File: src/rtl/writeback_regfile_if.sv
// Writeback stage bus: the two writeback producers, the read ports, the
// hazard flag, the commit trace and the conflict counter.
interface writeback_regfile_if #(
  parameter int DATA_W = 32,
  parameter int CNT_W  = 16
);
  logic              mem_wb;
  logic [4:0]        mem_dst;
  logic [DATA_W-1:0] mem_data;
  logic              alu_wb;
  logic [4:0]        alu_dst;
  logic [DATA_W-1:0] alu_data;
  logic              alu_stall;
  logic [4:0]        rs1_addr;
  logic [4:0]        rs2_addr;
  logic [DATA_W-1:0] rs1_data;
  logic [DATA_W-1:0] rs2_data;
  logic              rd_hazard;
  logic              commit_valid;
  logic [4:0]        commit_dst;
  logic [DATA_W-1:0] commit_data;
  logic [CNT_W-1:0]  conflict_cnt;

  // Upstream side: producers and readers
  modport master (
    output mem_wb, mem_dst, mem_data, alu_wb, alu_dst, alu_data,
           rs1_addr, rs2_addr,
    input  alu_stall, rs1_data, rs2_data, rd_hazard,
           commit_valid, commit_dst, commit_data, conflict_cnt
  );

  // Register-file side
  modport slave (
    input  mem_wb, mem_dst, mem_data, alu_wb, alu_dst, alu_data,
           rs1_addr, rs2_addr,
    output alu_stall, rs1_data, rs2_data, rd_hazard,
           commit_valid, commit_dst, commit_data, conflict_cnt
  );
endinterface

File: src/rtl/writeback_regfile.sv
// Writeback stage: 32-entry register file with one write port shared by the
// memory stage (highest priority) and the ALU bypass path. ALU results that
// lose arbitration wait in a small in-order FIFO; a full FIFO stalls the ALU.
module writeback_regfile #(
  parameter int DATA_W     = 32,
  parameter int FIFO_DEPTH = 2,
  parameter int CNT_W      = 16
) (
  input logic                    clk,
  input logic                    rst_n,
  writeback_regfile_if.slave     bus
);
  localparam int PTR_W = (FIFO_DEPTH > 1) ? $clog2(FIFO_DEPTH) : 1;

  logic [31:0][DATA_W-1:0]         regs_q;
  logic [FIFO_DEPTH-1:0][4:0]      fdst_q;
  logic [FIFO_DEPTH-1:0][DATA_W-1:0] fdata_q;
  logic [PTR_W-1:0]                rd_ptr_q, wr_ptr_q;
  logic [PTR_W:0]                  count_q, count_d;
  logic                            cv_q;
  logic [4:0]                      cdst_q;
  logic [DATA_W-1:0]               cdata_q;
  logic [CNT_W-1:0]                cnt_q, cnt_d;

  logic              stall, mem_req, alu_req, fifo_ne;
  logic              we, pop, push, conflict;
  logic [4:0]        wdst;
  logic [DATA_W-1:0] wdata;
  logic              hz;
  logic [PTR_W-1:0]  off;

  // Write-port arbitration: mem, then FIFO head, then direct ALU write
  always_comb begin
    stall    = (count_q == (PTR_W+1)'(FIFO_DEPTH));
    mem_req  = bus.mem_wb & (bus.mem_dst != 5'd0);
    alu_req  = bus.alu_wb & (bus.alu_dst != 5'd0) & ~stall;
    fifo_ne  = (count_q != '0);
    conflict = mem_req & alu_req;
    we       = 1'b0;
    pop      = 1'b0;
    push     = 1'b0;
    wdst     = 5'd0;
    wdata    = '0;
    if (mem_req) begin
      we    = 1'b1;
      wdst  = bus.mem_dst;
      wdata = bus.mem_data;
      push  = alu_req;
    end else if (fifo_ne) begin
      we    = 1'b1;
      wdst  = fdst_q[rd_ptr_q];
      wdata = fdata_q[rd_ptr_q];
      pop   = 1'b1;
      push  = alu_req;
    end else if (alu_req) begin
      we    = 1'b1;
      wdst  = bus.alu_dst;
      wdata = bus.alu_data;
    end
    count_d = count_q + {{PTR_W{1'b0}}, push} - {{PTR_W{1'b0}}, pop};
    cnt_d   = (conflict && (cnt_q != '1)) ? cnt_q + 1'b1 : cnt_q;
  end

  // RAW hazard against every live FIFO entry (live = within count of head)
  always_comb begin
    hz  = 1'b0;
    off = '0;
    for (int i = 0; i < FIFO_DEPTH; i++) begin
      off = PTR_W'(i) - rd_ptr_q;
      if (({1'b0, off} < count_q) &&
          (((bus.rs1_addr != 5'd0) && (bus.rs1_addr == fdst_q[i])) ||
           ((bus.rs2_addr != 5'd0) && (bus.rs2_addr == fdst_q[i]))))
        hz = 1'b1;
    end
  end

  // Read ports with same-cycle write bypass; r0 hardwired to zero
  assign bus.rs1_data = (bus.rs1_addr == 5'd0) ? '0 :
                        (we && (wdst == bus.rs1_addr)) ? wdata : regs_q[bus.rs1_addr];
  assign bus.rs2_data = (bus.rs2_addr == 5'd0) ? '0 :
                        (we && (wdst == bus.rs2_addr)) ? wdata : regs_q[bus.rs2_addr];
  assign bus.rd_hazard    = hz;
  assign bus.alu_stall    = stall;
  assign bus.commit_valid = cv_q;
  assign bus.commit_dst   = cdst_q;
  assign bus.commit_data  = cdata_q;
  assign bus.conflict_cnt = cnt_q;

  // Register file, FIFO, commit trace and conflict counter state
  always_ff @(posedge clk or negedge rst_n) begin
    if (!rst_n) begin
      regs_q   <= '0;
      fdst_q   <= '0;
      fdata_q  <= '0;
      rd_ptr_q <= '0;
      wr_ptr_q <= '0;
      count_q  <= '0;
      cv_q     <= 1'b0;
      cdst_q   <= 5'd0;
      cdata_q  <= '0;
      cnt_q    <= '0;
    end else begin
      if (we) regs_q[wdst] <= wdata;
      if (push) begin
        fdst_q[wr_ptr_q]  <= bus.alu_dst;
        fdata_q[wr_ptr_q] <= bus.alu_data;
        wr_ptr_q          <= wr_ptr_q + 1'b1;
      end
      if (pop) rd_ptr_q <= rd_ptr_q + 1'b1;
      count_q <= count_d;
      cv_q    <= we;
      if (we) begin
        cdst_q  <= wdst;
        cdata_q <= wdata;
      end
      cnt_q <= cnt_d;
    end
  end
endmodule

File: src/flat_wrapper.sv
// flat-port wrapper written by rule: the top's interface ports become plain ports
module writeback_regfile_flat 
#(
  parameter int DATA_W     = 32,
  parameter int FIFO_DEPTH = 2,
  parameter int CNT_W      = 16
)
  (clk, rst_n, bus_mem_wb, bus_mem_dst, bus_mem_data, bus_alu_wb, bus_alu_dst, bus_alu_data, bus_rs1_addr, bus_rs2_addr, bus_alu_stall, bus_rs1_data, bus_rs2_data, bus_rd_hazard, bus_commit_valid, bus_commit_dst, bus_commit_data, bus_conflict_cnt);
  writeback_regfile_if #(.DATA_W(DATA_W), .CNT_W(CNT_W)) bus_i ();
  input logic clk;
  input logic rst_n;
  input wire logic [$bits(bus_i.mem_wb)-1:0] bus_mem_wb;
  input wire logic [$bits(bus_i.mem_dst)-1:0] bus_mem_dst;
  input wire logic [$bits(bus_i.mem_data)-1:0] bus_mem_data;
  input wire logic [$bits(bus_i.alu_wb)-1:0] bus_alu_wb;
  input wire logic [$bits(bus_i.alu_dst)-1:0] bus_alu_dst;
  input wire logic [$bits(bus_i.alu_data)-1:0] bus_alu_data;
  input wire logic [$bits(bus_i.rs1_addr)-1:0] bus_rs1_addr;
  input wire logic [$bits(bus_i.rs2_addr)-1:0] bus_rs2_addr;
  output wire logic [$bits(bus_i.alu_stall)-1:0] bus_alu_stall;
  output wire logic [$bits(bus_i.rs1_data)-1:0] bus_rs1_data;
  output wire logic [$bits(bus_i.rs2_data)-1:0] bus_rs2_data;
  output wire logic [$bits(bus_i.rd_hazard)-1:0] bus_rd_hazard;
  output wire logic [$bits(bus_i.commit_valid)-1:0] bus_commit_valid;
  output wire logic [$bits(bus_i.commit_dst)-1:0] bus_commit_dst;
  output wire logic [$bits(bus_i.commit_data)-1:0] bus_commit_data;
  output wire logic [$bits(bus_i.conflict_cnt)-1:0] bus_conflict_cnt;
  assign bus_i.mem_wb = bus_mem_wb;
  assign bus_i.mem_dst = bus_mem_dst;
  assign bus_i.mem_data = bus_mem_data;
  assign bus_i.alu_wb = bus_alu_wb;
  assign bus_i.alu_dst = bus_alu_dst;
  assign bus_i.alu_data = bus_alu_data;
  assign bus_i.rs1_addr = bus_rs1_addr;
  assign bus_i.rs2_addr = bus_rs2_addr;
  assign bus_alu_stall = bus_i.alu_stall;
  assign bus_rs1_data = bus_i.rs1_data;
  assign bus_rs2_data = bus_i.rs2_data;
  assign bus_rd_hazard = bus_i.rd_hazard;
  assign bus_commit_valid = bus_i.commit_valid;
  assign bus_commit_dst = bus_i.commit_dst;
  assign bus_commit_data = bus_i.commit_data;
  assign bus_conflict_cnt = bus_i.conflict_cnt;
  writeback_regfile #(.DATA_W(DATA_W), .FIFO_DEPTH(FIFO_DEPTH), .CNT_W(CNT_W)) u_core (.clk(clk), .rst_n(rst_n), .bus(bus_i));
endmodule
File: config.mk
export PLATFORM = sky130hd
export DESIGN_NAME = writeback_regfile_flat
export DESIGN_NICKNAME = d
export VERILOG_FILES = /design/src/rtl/writeback_regfile_if.sv /design/src/rtl/writeback_regfile.sv /design/src/flat_wrapper.sv
export SDC_FILE = /design/constraint.sdc
export NUM_CORES = 2
export LEC_CHECK = 0
export BUFFER_PORTS_ARGS = -buffer_cell sky130_fd_sc_hd__clkbuf_2
export CAP_MARGIN = 20
export CORE_UTILIZATION = 45
export DETAILED_ROUTE_END_ITERATION = 16
export PLACE_DENSITY = 0.67
export SYNTH_ARGS = -nofsm -noshare
export SYNTH_HDL_FRONTEND = slang
export SYNTH_SLANG_ARGS = --single-unit
File: constraint.sdc
create_clock -name clk -period 4.33 [get_ports clk]
set_input_delay 0.866 -clock clk [delete_from_list [all_inputs] [get_ports clk]]
set_output_delay 0.866 -clock clk [all_outputs]
set_load 0.01 [all_outputs]
Yosys cells after proc, flatten, opt, wreduce, memory -nomap -nowiden
Index checks and enable logic that the tools add are counted.
{"block": "word_totals", "elab_cells": 128, "inputBits": 88, "output_inout_bits": 120, "register_bits": 1156}
{"block": "op_classes", "n_addsub": 7, "eq_ne": 8, "n_lt_le_gt_ge": 9, "n_mux": 36, "n_reduce_logical": 20, "n_bitwise": 5}
{"cell": "bitwise mux 1024 bit", "n": 1}
{"cell": "two-way mux 32 bit", "n": 13}
{"cell": "binary-select mux 32 bit (select 5 bit)", "n": 2}
{"cell": "demux 32 bit (select 5 bit)", "n": 1}
{"cell": "bitwise mux 64 bit", "n": 1}
{"cell": "demux 32 bit (select 1 bit)", "n": 1}
{"cell": "equality test 5 bit", "n": 6}
{"cell": "two-way mux 5 bit", "n": 6}
{"cell": "nonzero test 5 bit", "n": 4}
{"cell": "< comparator 5 x 6 -> 1 bit (second input constant)", "n": 3}
{"cell": "adder 16 x 1 -> 16 bit (second input constant)", "n": 1}
{"cell": "inequality test 16 bit (second input constant)", "n": 1}
{"cell": "logical AND 1 bit", "n": 11}
{"cell": "bitwise mux 10 bit", "n": 1}
{"cell": "zero test 5 bit", "n": 2}
{"cell": "two-way mux 1 bit", "n": 9}
{"cell": "demux 5 bit (select 1 bit)", "n": 1}
{"cell": ">= comparator 5 x 1 -> 1 bit (second input constant)", "n": 1}
{"cell": "AND 1 bit", "n": 4}
{"cell": "< comparator 1 x 2 -> 1 bit", "n": 2}
{"cell": "< comparator 1 x 2 -> 1 bit (second input constant)", "n": 2}
{"cell": "adder 1 bit (second input constant)", "n": 2}
{"cell": "adder 2 x 1 -> 2 bit", "n": 1}
{"cell": "equality test 2 bit (second input constant)", "n": 1}
{"cell": "6 further kinds", "n": 8}

Longest topological paths before layout
{"block": "depth", "word_depth": 11, "ltp_mapped": 11, "depth_no_buf": 8}

Worst setup path after synthesis
OpenSTA, ideal clock, no wires.
{"block": "synth_timing", "kind": "input to output", "start": "input bus_mem_dst[0]", "end": "output bus_rs1_data[10]", "path_buffers": 3, "path_slack_ps": 285, "arrival_ps": 3179, "t_required_ps": 3464, "cell_stages": 9, "cell_sequence": "or4_1 > buf_2 > o21a_4 > o21a_1 > buf_2 > xnor2_1 > nor4_4 > buf_6 > mux2i_1"}
{"block": "synth_via", "elab_chain_len": 7, "word_cells_on_any_way": 9, "cone_classes": "eq/ne: 1; mux: 5; bitwise: 1; reduce/logical: 2"}
{"element": "start, declared", "line": "flat_wrapper.sv:13", "rtl": "input wire logic [$bits(bus_i.mem_dst)-1:0] bus_mem_dst;"}
{"element": "nonzero test 5 bit", "line": "writeback_regfile.sv:35", "rtl": "mem_req = bus.mem_wb & (bus.mem_dst != 5'd0);"}
{"element": "AND 1 bit", "line": "writeback_regfile.sv:35"}
{"element": "two-way mux 5 bit", "line": "writeback_regfile.sv:44", "rtl": "if (mem_req) begin"}
{"element": "equality test 5 bit", "line": "writeback_regfile.sv:79", "rtl": "(we && (wdst == bus.rs1_addr)) ? wdata : regs_q[bus.rs1_addr];"}
{"element": "logical AND 1 bit", "line": "writeback_regfile.sv:79"}
{"element": "two-way mux 32 bit (*)", "line": "writeback_regfile.sv:79"}
{"element": "two-way mux 32 bit (*)", "line": "writeback_regfile.sv:78", "rtl": "assign bus.rs1_data = (bus.rs1_addr == 5'd0) ? '0 :"}
{"element": "end, declared", "line": "flat_wrapper.sv:21", "rtl": "output wire logic [$bits(bus_i.rs1_data)-1:0] bus_rs1_data;"}
Mark *: on every way between the ends. The rest lies on a longest branch, timed or not.

Final worst setup path
{"block": "layout_timing", "start": "input bus_mem_dst[2]", "end": "output bus_rs1_data[11]"}
The elaborated chain is that of the path after synthesis.

==> impl_results.md <==
- Status: completed
- Mean post-synth cell area: 13.7 um^2
- TritonRoute pass-1 iters: 6
- Pleak: 0.0319 uW
- Register area share after synthesis: 0.459
- YS warnings: 0
- PD cells: between 600 and 700 nW/um^2
- Arrival time at the worst endpoint: 3420 ps
- Worst rel slew slack: 0.375
- Post-synthesis mux area share: 0.405
- WP data required: between 3000 and 4000 ps
- Clock Latency Late Sink: 790 ps
- Crit Path Class: input port to primary output
- Startpoint Class: input port
- Complex-gate fraction of the synthesized area: 0.0432
- Initial core utilization: 0.456
- Pin slew with the least headroom to its limit: between 900 and 1000 ps
- Skew final: 24.8 ps
- Top-area cell type share of the netlist area: 0.459
- Slew Viols, Final: 0
- Placed cell area: 68300 um^2
- Via density per instance: approximately 6.6
- Crit path from: bus_mem_dst[2]
- Final Cycle Share: 0.991
- CTS Hold Buffers Added: 0
- R2r worst-path depth: 9
- Yosys reg bits: 1156
- Routed Antenna Nets: 0
- Minimum clock period: 4290 ps
- Number of fill cells in the layout: 11400
- Initial antenna violation count: 11
- Post-synth top flop: dfrtp_1
- Endpoints failing hold: 0
- Setup WS post-layout: 40.7 ps
- Count of different cell masters after synthesis: 69
- Power Total: 49500 uW
- Die Y: 376 um
- Pre-CTS setup slack: -582 ps
- Worst-path cell chain: clkbuf_2, or4_4, o21a_4, o21a_1, xnor2_1, nor4_4, buf_12, clkbuf_16, mux2i_2, clkbuf_2
- # Max-Cap Violations: 0
- CTS tree: built
- Wire length per cell: 32.0 um
- Layout cells sized above 1: 0.416
- Longest Clk Path Bufs: 3
- Crit path top cell by count: clkbuf_2
- Starting DRT DRC Count: 4719
- Area grow syn2layout: 15.9%
- Setup TNS: 0 ps
- Width of the die: between 300 and 400 um
- Cell row count: 136
- # setup viols final: 0
- Num ports: 208
- Post-synth top area cell: dfrtp_1
- Asr flop ratio synth: 1.00
- Max stage delay on crit path: 600 ps
- CTS H-tree lvls: 4
- WL final: 218 mm
- Largest net degree at the start of global routing: 113
- PortBufs: 207
- R2R Path End: u_core.regs_q[441]$_DFFE_PN0P_
- Via count: 44500
- Combinational family with the most area after synthesis: multiplexers
- Root buffer cell: clkbuf_16
- Critical path peak fanout: 9
- Cts bufs inserted: 132
- Vias in the first global route: ~45000
- HP Class: input port to async pin
- Crit Reg-Reg Startpoint: u_core.count_q[1]$_DFF_PN0_
- Achievable clock frequency: 233 MHz
- Cells after Synth: ~4600
- Worst R2R Setup Slack: 1150 ps
- CP Capture Type: primary output
- Gpl congestion: about 0.9
- Area of all placed cells without fillers: ~73000 um^2
- All-layer global routing usage: 0.308
- Post-Synth Adder-Cell Area: 0.000596
- Post-synth EDFFs: 0
- Slowest cell on the critical path: or4_4
- Mapped cell area: 63000 um^2
- First-pass GRT wire length: 316 mm
- Max VDD drop: about 370 uV
- Critical path destination: bus_rs1_data[11]
- Clock sink count: roughly 1200
- Final #Nets: 4915
- XOR/XNOR share of the synthesized area: 0.00584
- Simple-Gate Fraction of Synth Area: 0.0528
- DR DRC count: 0
- Syn nets: 4677
- Total core area: 138000 um^2
- Area contributors post-synth: dfrtp_1 46%, mux4_2 18%, mux2_2 12%
- DIE AREA: ~140000 um^2
- Clock edge transition at the registers on the reported setup and hold paths: 50 ps
- Detailed-placement wirelength estimate: 137 mm
- Grt ovf: 0
==> how the worst min path moves through the flow <==
stage,startpoint,slack [ps],depth (start not counted),to
6_report,rst_n,70,1,u_core.bus.commit_data[2]$_DFFE_PN0P_
5_1_grt,rst_n,100,1,u_core.bus.commit_data[2]$_DFFE_PN0P_
4_1_cts,rst_n,80,1,u_core.bus.commit_data[2]$_DFFE_PN0P_
3_5_place_dp,u_core.bus.commit_data[23]$_DFFE_PN0P_,470,1,u_core.bus.commit_data[23]$_DFFE_PN0P_
3_3_place_gp,u_core.bus.commit_data[24]$_DFFE_PN0P_,460,1,u_core.bus.commit_data[24]$_DFFE_PN0P_
2_1_floorplan,u_core.regs_q[104]$_DFFE_PN0P_,470,1,u_core.regs_q[104]$_DFFE_PN0P_
==> cells by family after synthesis <==
family,Yosys count
AOI/OAI and AO/OA,389
muxes,1793
adders and majority gates,3
xor gates and xnor gates,42
and+or+nand+nor,742
buffers and inverters,461
DFF,1156
==> cell type report <==
cell class | instances | area, um^2 | share of cell area
clock inverters | 28 | 292 | 0.00399
repair buffers | 552 | 4930 | 0.0675
inverters | 13 | 53.8 | 0.000737
diodes | 5 | 12.5 | 0.000171
multi-input cells | 2969 | 32400 | 0.443
clock buffers | 206 | 4080 | 0.0559
flip-flops and latches | 1156 | 28900 | 0.396
well taps | 1863 | 2330 | 0.0319
==> worst max-delay path: cells and delay by family <==
family / cells / cell delay [ps]
XOR/XNOR: 1 / 170
multiplexers: 1 / 230
AND/OR/NAND/NOR: 2 / 900
AO/OA/AOI/OAI: 2 / 510
buffers and inverters: 4 / 710
==> per-layer routing <==
metal,routed length [um],up-vias,track usage
met2,97100,2448,0.461
met1,86400,23600,0.421
li1,-,17900,-
met3,22400,619,0.0779
met4,11500,14,0.143
met5,68,-,0
==> sequential cells by signal, indices dropped and copies added, names as in the netlist <==
signal                   cells
u_core.regs_q             1024
u_core.fdata_q              64
u_core.bus.commit_data      32
u_core.bus.conflict_cnt     16
u_core.fdst_q               10
u_core.bus.commit_dst        5
u_core.count_q               2
u_core.bus.commit_valid      1
u_core.rd_ptr_q              1
u_core.wr_ptr_q              1
==> cell usage in the layout (no fill, tap or decap), types with 35 or more instances in the layout <==
| cell | netlist | final |
|---|---|---|
| a22oi_1 | 48 | 48 |
| dfrtp_1 | 1156 | 1153 |
| mux4_2 | 490 | 490 |
| nor2_1 | 203 | 188 |
| buf_4 | 41 | 243 |
| clkbuf_2 | 0 | 199 |
| o22ai_1 | 87 | 87 |
| buf_12 | 0 | 97 |
| a22o_1 | 35 | 35 |
| nand2_1 | 345 | 333 |
| mux2_2 | 693 | 693 |
| or3_1 | 46 | 45 |
| mux2i_1 | 152 | 148 |
| a31oi_1 | 53 | 53 |
| clkbuf_16 | 0 | 142 |
| mux2_1 | 458 | 458 |
==> repair_timing <==
action	4_1_cts	5_1_grt
gates resized for setup	13	15
endpoints found under the setup margin	27	47
cloned	1	2
setup buffers	8	3
pin swaps	2	8
==> metrics by stage <==
| stage | cells | hold WS (ps) | utilization |
|---|---|---|---|
| floorplan | 4586 | 470 | - |
| global placement | 6537 | 458 | 0.494 |
| detailed placement | 6540 | 468 | 0.495 |
| CTS | 6783 | 77.8 | 0.528 |
| global route | 6787 | 103 | 0.528 |
| finish | 6792 | 65.8 | 0.528 |
==> power by group <==
group | leakage (uW) | total, uW | internal (uW) | switching (uW)
combinational | 0.0152 | 18700 | 9850 | 8830
sequential | 0.0145 | 19400 | 15800 | 3580
clock | 0.00215 | 11400 | 6760 | 4640
==> cells in the mapped netlist, types with 27 or more instances <==
master	n
dfrtp_1	1156
mux2_2	693
mux4_2	490
mux2_1	458
nand2_1	345
clkbuf_1	236
nor2_1	203
mux2i_1	152
buf_2	124
o22ai_1	87
a31oi_1	53
a22oi_1	48
or3_1	46
buf_1	43
buf_4	41
a22o_1	35
a21o_1	33
xnor2_1	27
(Power assumes the default switching activity.)
